`src/rtl/sky_xu_pkg.sv`:
```
`default_nettype none
// ============================================================================
// Module   : sky_xu_pkg
// Purpose  : Shared XU definitions: register file geometry and result-source
//            indices used by the writeback path.
// Revision : 1.0 - initial release
// ============================================================================
package sky_xu_pkg;

  localparam int XU_DATA_W        = 32;
  localparam int XU_REG_ADDR_W    = 4;
  localparam int XU_NUM_REGISTERS = 2 ** XU_REG_ADDR_W;

  // Result source index into the writeback source vectors
  typedef enum logic [0:0] {
    SKY_SRC_ALU = 1'b0,
    SKY_SRC_LSU = 1'b1
  } sky_src_e;

endpackage : sky_xu_pkg
`default_nettype wire

```
`src/rtl/sky_rr_arbiter.sv`:
```
`default_nettype none
// ============================================================================
// Module   : sky_rr_arbiter
// Purpose  : Round-robin arbiter. Grant is combinational from req, searching
//            upward from the priority pointer; the pointer moves to one past
//            the winner whenever a grant is consumed.
// Revision : 1.0 - initial release
// ============================================================================
module sky_rr_arbiter
  import sky_xu_pkg::*;
#(
  parameter int N = 2,
  localparam int PTR_W = (N > 1) ? $clog2(N) : 1
) (
  input  logic         clk,
  input  logic         reset_n,
  input  logic [N-1:0] req,
  input  logic         advance,
  output logic [N-1:0] grant
);

  logic [PTR_W-1:0] r_ptr;
  logic [PTR_W-1:0] w_grant_idx;
  logic             w_found;
  int               w_idx;

  // First requester at or after the pointer, wrapping around
  always_comb begin
    grant       = '0;
    w_grant_idx = '0;
    w_found     = 1'b0;
    w_idx       = 0;
    for (int i = 0; i < N; i++) begin
      w_idx = int'(r_ptr) + i;
      if (w_idx >= N) w_idx = w_idx - N;
      if (!w_found && req[w_idx]) begin
        w_found        = 1'b1;
        grant[w_idx]   = 1'b1;
        w_grant_idx    = PTR_W'(w_idx);
      end
    end
  end

  // Priority pointer: one past the last consumed grant, held otherwise
  always_ff @(posedge clk or negedge reset_n) begin
    if (!reset_n) begin
      r_ptr <= '0;
    end else if (advance && w_found) begin
      r_ptr <= (w_grant_idx == PTR_W'(N - 1)) ? '0 : w_grant_idx + PTR_W'(1);
    end
  end

endmodule : sky_rr_arbiter
`default_nettype wire

```
`src/rtl/sky_writeback_unit.sv`:
```
`default_nettype none
// ============================================================================
// Module   : sky_writeback_unit
// Purpose  : Collects XU producer results over valid/ready, arbitrates them
//            onto the single register-file write port and tracks per-register
//            pending writes for RAW/WAW hazard detection at issue.
// Revision : 1.0 - initial release
// ============================================================================
module sky_writeback_unit
  import sky_xu_pkg::*;
#(
  parameter int NUM_SRC = 2,
  parameter int DATA_W  = XU_DATA_W,
  parameter int ADDR_W  = XU_REG_ADDR_W
) (
  input  logic                      clk,
  input  logic                      reset_n,
  input  logic                      issue_valid,
  input  logic [ADDR_W-1:0]         issue_rd,
  output logic                      issue_ready,
  input  logic [ADDR_W-1:0]         query_rs1,
  input  logic [ADDR_W-1:0]         query_rs2,
  output logic                      rs1_busy,
  output logic                      rs2_busy,
  input  logic [NUM_SRC-1:0]        src_valid,
  output logic [NUM_SRC-1:0]        src_ready,
  input  logic [NUM_SRC*ADDR_W-1:0] src_rd,
  input  logic [NUM_SRC*DATA_W-1:0] src_data,
  output logic                      rf_write_enable,
  output logic [ADDR_W-1:0]         rf_write_addr,
  output logic [DATA_W-1:0]         rf_write_data,
  output logic                      wb_error
);

  localparam int NUM_REGS = 2 ** ADDR_W;

  logic [NUM_SRC-1:0]  w_grant;
  logic                w_xfer;
  logic [ADDR_W-1:0]   w_xfer_rd;
  logic [DATA_W-1:0]   w_xfer_data;
  logic                w_xfer_wr;
  logic [NUM_REGS-1:0] r_pending;
  logic [NUM_REGS-1:0] w_set;
  logic [NUM_REGS-1:0] w_clr;
  logic [NUM_REGS-1:0] w_pending_nxt;

  sky_rr_arbiter #(.N(NUM_SRC)) u_arb (
    .clk     (clk),
    .reset_n (reset_n),
    .req     (src_valid),
    .advance (w_xfer),
    .grant   (w_grant)
  );

  // Grant is only ever raised on a valid source, so any grant is a transfer
  assign src_ready = w_grant;
  assign w_xfer    = |w_grant;

  // Select the granted source's destination and payload
  always_comb begin
    w_xfer_rd   = '0;
    w_xfer_data = '0;
    for (int i = 0; i < NUM_SRC; i++) begin
      if (w_grant[i]) begin
        w_xfer_rd   = src_rd[i*ADDR_W +: ADDR_W];
        w_xfer_data = src_data[i*DATA_W +: DATA_W];
      end
    end
  end

  // Writes to r0 are accepted but never reach the register file
  assign w_xfer_wr = w_xfer && (w_xfer_rd != '0);

  // Hazard outputs; r0 is never pending so it always reads as ready
  assign issue_ready = !r_pending[issue_rd];
  assign rs1_busy    = r_pending[query_rs1];
  assign rs2_busy    = r_pending[query_rs2];

  // Set on accepted issue, clear when the write is on the RF port; set wins
  always_comb begin
    w_set = '0;
    w_clr = '0;
    if (issue_valid && issue_ready && (issue_rd != '0)) w_set[issue_rd] = 1'b1;
    if (rf_write_enable) w_clr[rf_write_addr] = 1'b1;
    w_pending_nxt = (r_pending & ~w_clr) | w_set;
  end

  // Scoreboard register with r0 tied low
  always_ff @(posedge clk or negedge reset_n) begin
    if (!reset_n) begin
      r_pending <= '0;
    end else begin
      r_pending <= {w_pending_nxt[NUM_REGS-1:1], 1'b0};
    end
  end

  // Register-file write port, one cycle after acceptance
  always_ff @(posedge clk or negedge reset_n) begin
    if (!reset_n) begin
      rf_write_enable <= 1'b0;
      rf_write_addr   <= '0;
      rf_write_data   <= '0;
    end else begin
      rf_write_enable <= w_xfer_wr;
      if (w_xfer_wr) begin
        rf_write_addr <= w_xfer_rd;
        rf_write_data <= w_xfer_data;
      end
    end
  end

  // Sticky flag for a write to a register nobody issued
  always_ff @(posedge clk or negedge reset_n) begin
    if (!reset_n) begin
      wb_error <= 1'b0;
    end else if (w_xfer_wr && !r_pending[w_xfer_rd]) begin
      wb_error <= 1'b1;
    end
  end

endmodule : sky_writeback_unit
`default_nettype wire

```
`config.mk`:
```
export PLATFORM = sky130hd
export DESIGN_NAME = sky_writeback_unit
export DESIGN_NICKNAME = d
export VERILOG_FILES = /design/src/rtl/sky_xu_pkg.sv /design/src/rtl/sky_rr_arbiter.sv /design/src/rtl/sky_writeback_unit.sv
export SDC_FILE = /design/constraint.sdc
export NUM_CORES = 1
export LEC_CHECK = 0
export BUFFER_PORTS_ARGS = -buffer_cell sky130_fd_sc_hd__buf_4
export CAP_MARGIN = 0
export CELL_PAD_IN_SITES_DETAIL_PLACEMENT = 0
export CELL_PAD_IN_SITES_GLOBAL_PLACEMENT = 1
export CORE_ASPECT_RATIO = 0.75
export CORE_MARGIN = 2
export CORE_UTILIZATION = 37
export CTS_CLUSTER_DIAMETER = 150
export DETAILED_ROUTE_END_ITERATION = 10
export PLACE_DENSITY_LB_ADDON = 0.1
export SLEW_MARGIN = 20
export SYNTH_ARGS = -nofsm -noshare
export SYNTH_HDL_FRONTEND = slang
export SYNTH_SLANG_ARGS = --single-unit
```
`constraint.sdc`:
```
create_clock -name clk -period 5.3 [get_ports clk]
set_input_delay 1.06 -clock clk [delete_from_list [all_inputs] [get_ports clk]]
set_output_delay 1.06 -clock clk [all_outputs]
set_load 0.005 [all_outputs]
```
==> flow_summary.json <==
{
  "drv_cap": 0,
  "syn_area_um2": 2880,
  "avgSynthCellArea_um2": 10.2,
  "p_per_area_nw_per_um2": 351,
  "slew-limit-headroom_pct": 54.3,
  "gp_congestion": 0.929,
  "num_antenna_cells": 0,
  "ir_drop_v": 0.000179,
  "dr.pass1.iters": 5,
  "fmax_mhz": 291,
  "seqCellArea_um2": 1350,
  "synthFlopType": "dfrtp_1",
  "worst-setup-path-type": "in2out",
  "worstPathCellList": "buf_4, mux4_2, mux4_2, inv_1, buf_4",
  "io_buffers": 131,
  "ant_nets": 0,
  "ys_seq_area_share_pct": 47.0,
  "hp-class": "reg2reg",
  "tightest_slew_ns": 0.685,
  "fillers": 679,
  "fp.coreArea_um2": 7430,
  "via_count": 2769,
  "synthesis.nets": 370,
  "startpoint_type": "input port",
  "path_clk_slew_ns": 0.09,
  "die_x_um": 106,
  "drt-initial-drc-count": 290,
  "clk_path_buf_depth": 2,
  "cp.required_ns": 4.24,
  "wl_um": 8370,
  "finClkSkew_ns": 0.00319,
  "yosys_warnings": 0,
  "tns_ns": 0,
  "die_h_um": 80.3,
  "vias_per_cell": 5.46,
  "grt_pass1_vias": 2615,
  "arrival_ns": 2.38,
  "final_core_util_pct": 54.2,
  "clock_latency_ns": 0.30,
  "routedWlPerCell_um": 16.5,
  "htreeDepth": 2,
  "grt_max_degree": 55,
  "cts_tree": "yes",
  "ios": 132,
  "rows": 27,
  "drive_above_1_share_pct": 40.4,
  "hold_buffers": 0,
  "path_max_fanout": 8,
  "leakagePower_nw": 1.87,
  "hold_viol": 0,
  "post_cts_resized": 0,
  "async_flop_share_pct": 100,
  "end_kind": "primary output",
  "cts_setup_buffers": 0,
  "synth_cell_types": 39,
  "multi_input_area_um2": 1410,
  "clockRootBuffer": "clkbuf_8",
  "post-route-period-util_pct": 64.8,
  "start_util_pct": 38.7,
  "cts_buffers": 5,
  "dp_hpwl_um": 6430,
  "grt_overflow": 0,
  "netlist_instances": 281,
  "cts_sinks": 54,
  "drv_slew": 0,
  "fin_crit_ns": 3.44,
  "setup_viol": 0,
  "rsz0062_at_grt": "no",
  "grt_pass1_wl_um": 13200,
  "synth-seq-cells": 54,
  "grt_usage_pct": 19.6,
  "fp.dieArea_um2": 8500,
  "cpPeakStageDelay_ns": 0.52,
  "status": "finished, final reports clean",
  "synth_edf_count": 0,
  "final_nets": 494,
  "remaining_drc_errors": 0,
  "critical-path-slowest-cell": "mux4_2",
  "antenna_found_initial": 0,
  "syn2layout_area_growth_pct": 40.2
}
## state kept, by name, indices dropped and copies added, names as in the netlist, named ones only
signal           count
wb_error             1
rf_write_data       32
r_pending           15
rf_write_addr        4
rf_write_enable      1
## cells in the mapped netlist, types with 2 or more instances
master     n  area share (%)
or2_2      2            0.44
nor2_1    33             4.3
nand2_1   13             1.7
a211oi_1   4             1.0
mux4_2    12             9.4
nand2b_1   3            0.65
and2_1     2            0.44
a22oi_1   32             8.4
buf_6      3             1.2
a21oi_1   33             5.7
inv_1      6            0.78
mux2i_1    5             1.7
o21ai_0   23             4.0
clkbuf_1  11             1.4
buf_2      3            0.52
nand3_1    4            0.70
a22o_1     2            0.61
dfrtp_1   54              47
o21ai_1   16             2.8
## metrics by stage
step | total power, mW | std cells | cell area [um^2] | setup slack (ns) | hold WS (ns)
final | 1.41 | 507 | 4030 | 1.86 | 0.493
after global routing | 1.51 | 507 | 4030 | 1.81 | 0.516
after CTS | 1.42 | 506 | 4020 | 1.87 | 0.498
after detailed placement | 1.17 | 498 | 3920 | 1.87 | 0.475
after global placement | 1.16 | 498 | 3920 | 1.90 | 0.459
after floorplan | 0.891 | 281 | 2880 | 1.83 | 0.463
## power breakdown
part | switching, mW | leakage (nW) | internal [mW]
sequential | 0.143 | 0.650 | 0.520
clock | 0.131 | 0.0544 | 0.120
combinational | 0.213 | 1.16 | 0.288
## worst max-delay path: cells and delay by family
kind / cells / cell delay, ns
buf+inv: 3 / 0.31
mux: 2 / 1.01
## metal layers
metal  vias to the layer above  track usage [%]  routed length (um)
met3                         8             5.44                 780
met2                       125             28.5                3650
met1                      1330             29.1                3880
met5                         -                0                   0
li1                       1306                -                   -
met4                         0             3.95                  65
## layout by cell type, fill, tap and decap left out, types with 5 or more instances in the layout
cell,count
mux4_2,12
o21ai_1,16
a21oi_1,33
clkbuf_8,7
dfrtp_1,54
nor2_1,33
nand2_1,13
inv_1,6
o21ai_0,23
buf_4,135
mux2i_1,5
a22oi_1,32
## kinds of logic after synthesis
group,after synthesis,share of synthesized area [%]
AO/OA/AOI/OAI,119,26.3
multiplexers,18,11.5
AND/OR/NAND/NOR,66,11.0
flip-flops,54,47.0
buffers and inverters,24,4.18
## final timing paths
kind	to	start	depth (start not counted)	slack (ns)
setup / recovery	issue_ready	issue_rd[0]	5	1.86
hold / removal	wb_error$_DFFE_PN0P_	wb_error$_DFFE_PN0P_	1	0.49
setup reg to reg	rf_write_data[10]$_DFFE_PN0P_	flop	7	2.84
hold reg to reg	wb_error$_DFFE_PN0P_	wb_error$_DFFE_PN0P_	1	0.49
max in group asynchronous	rf_write_data[31]$_DFFE_PN0P_	reset_n	1	4.05
min in group asynchronous	wb_error$_DFFE_PN0P_	reset_n	1	0.79
## cell type report
type	count	share of cell area, %
clock buffer	7	2.39
clock inverter	1	0.217
inverter	6	0.559
multi-input combinational	203	35.0
sequential	54	33.5
tap	101	3.14
timing repair buffer	135	25.1
No activity file was read; power rests on OpenSTA's default activity.
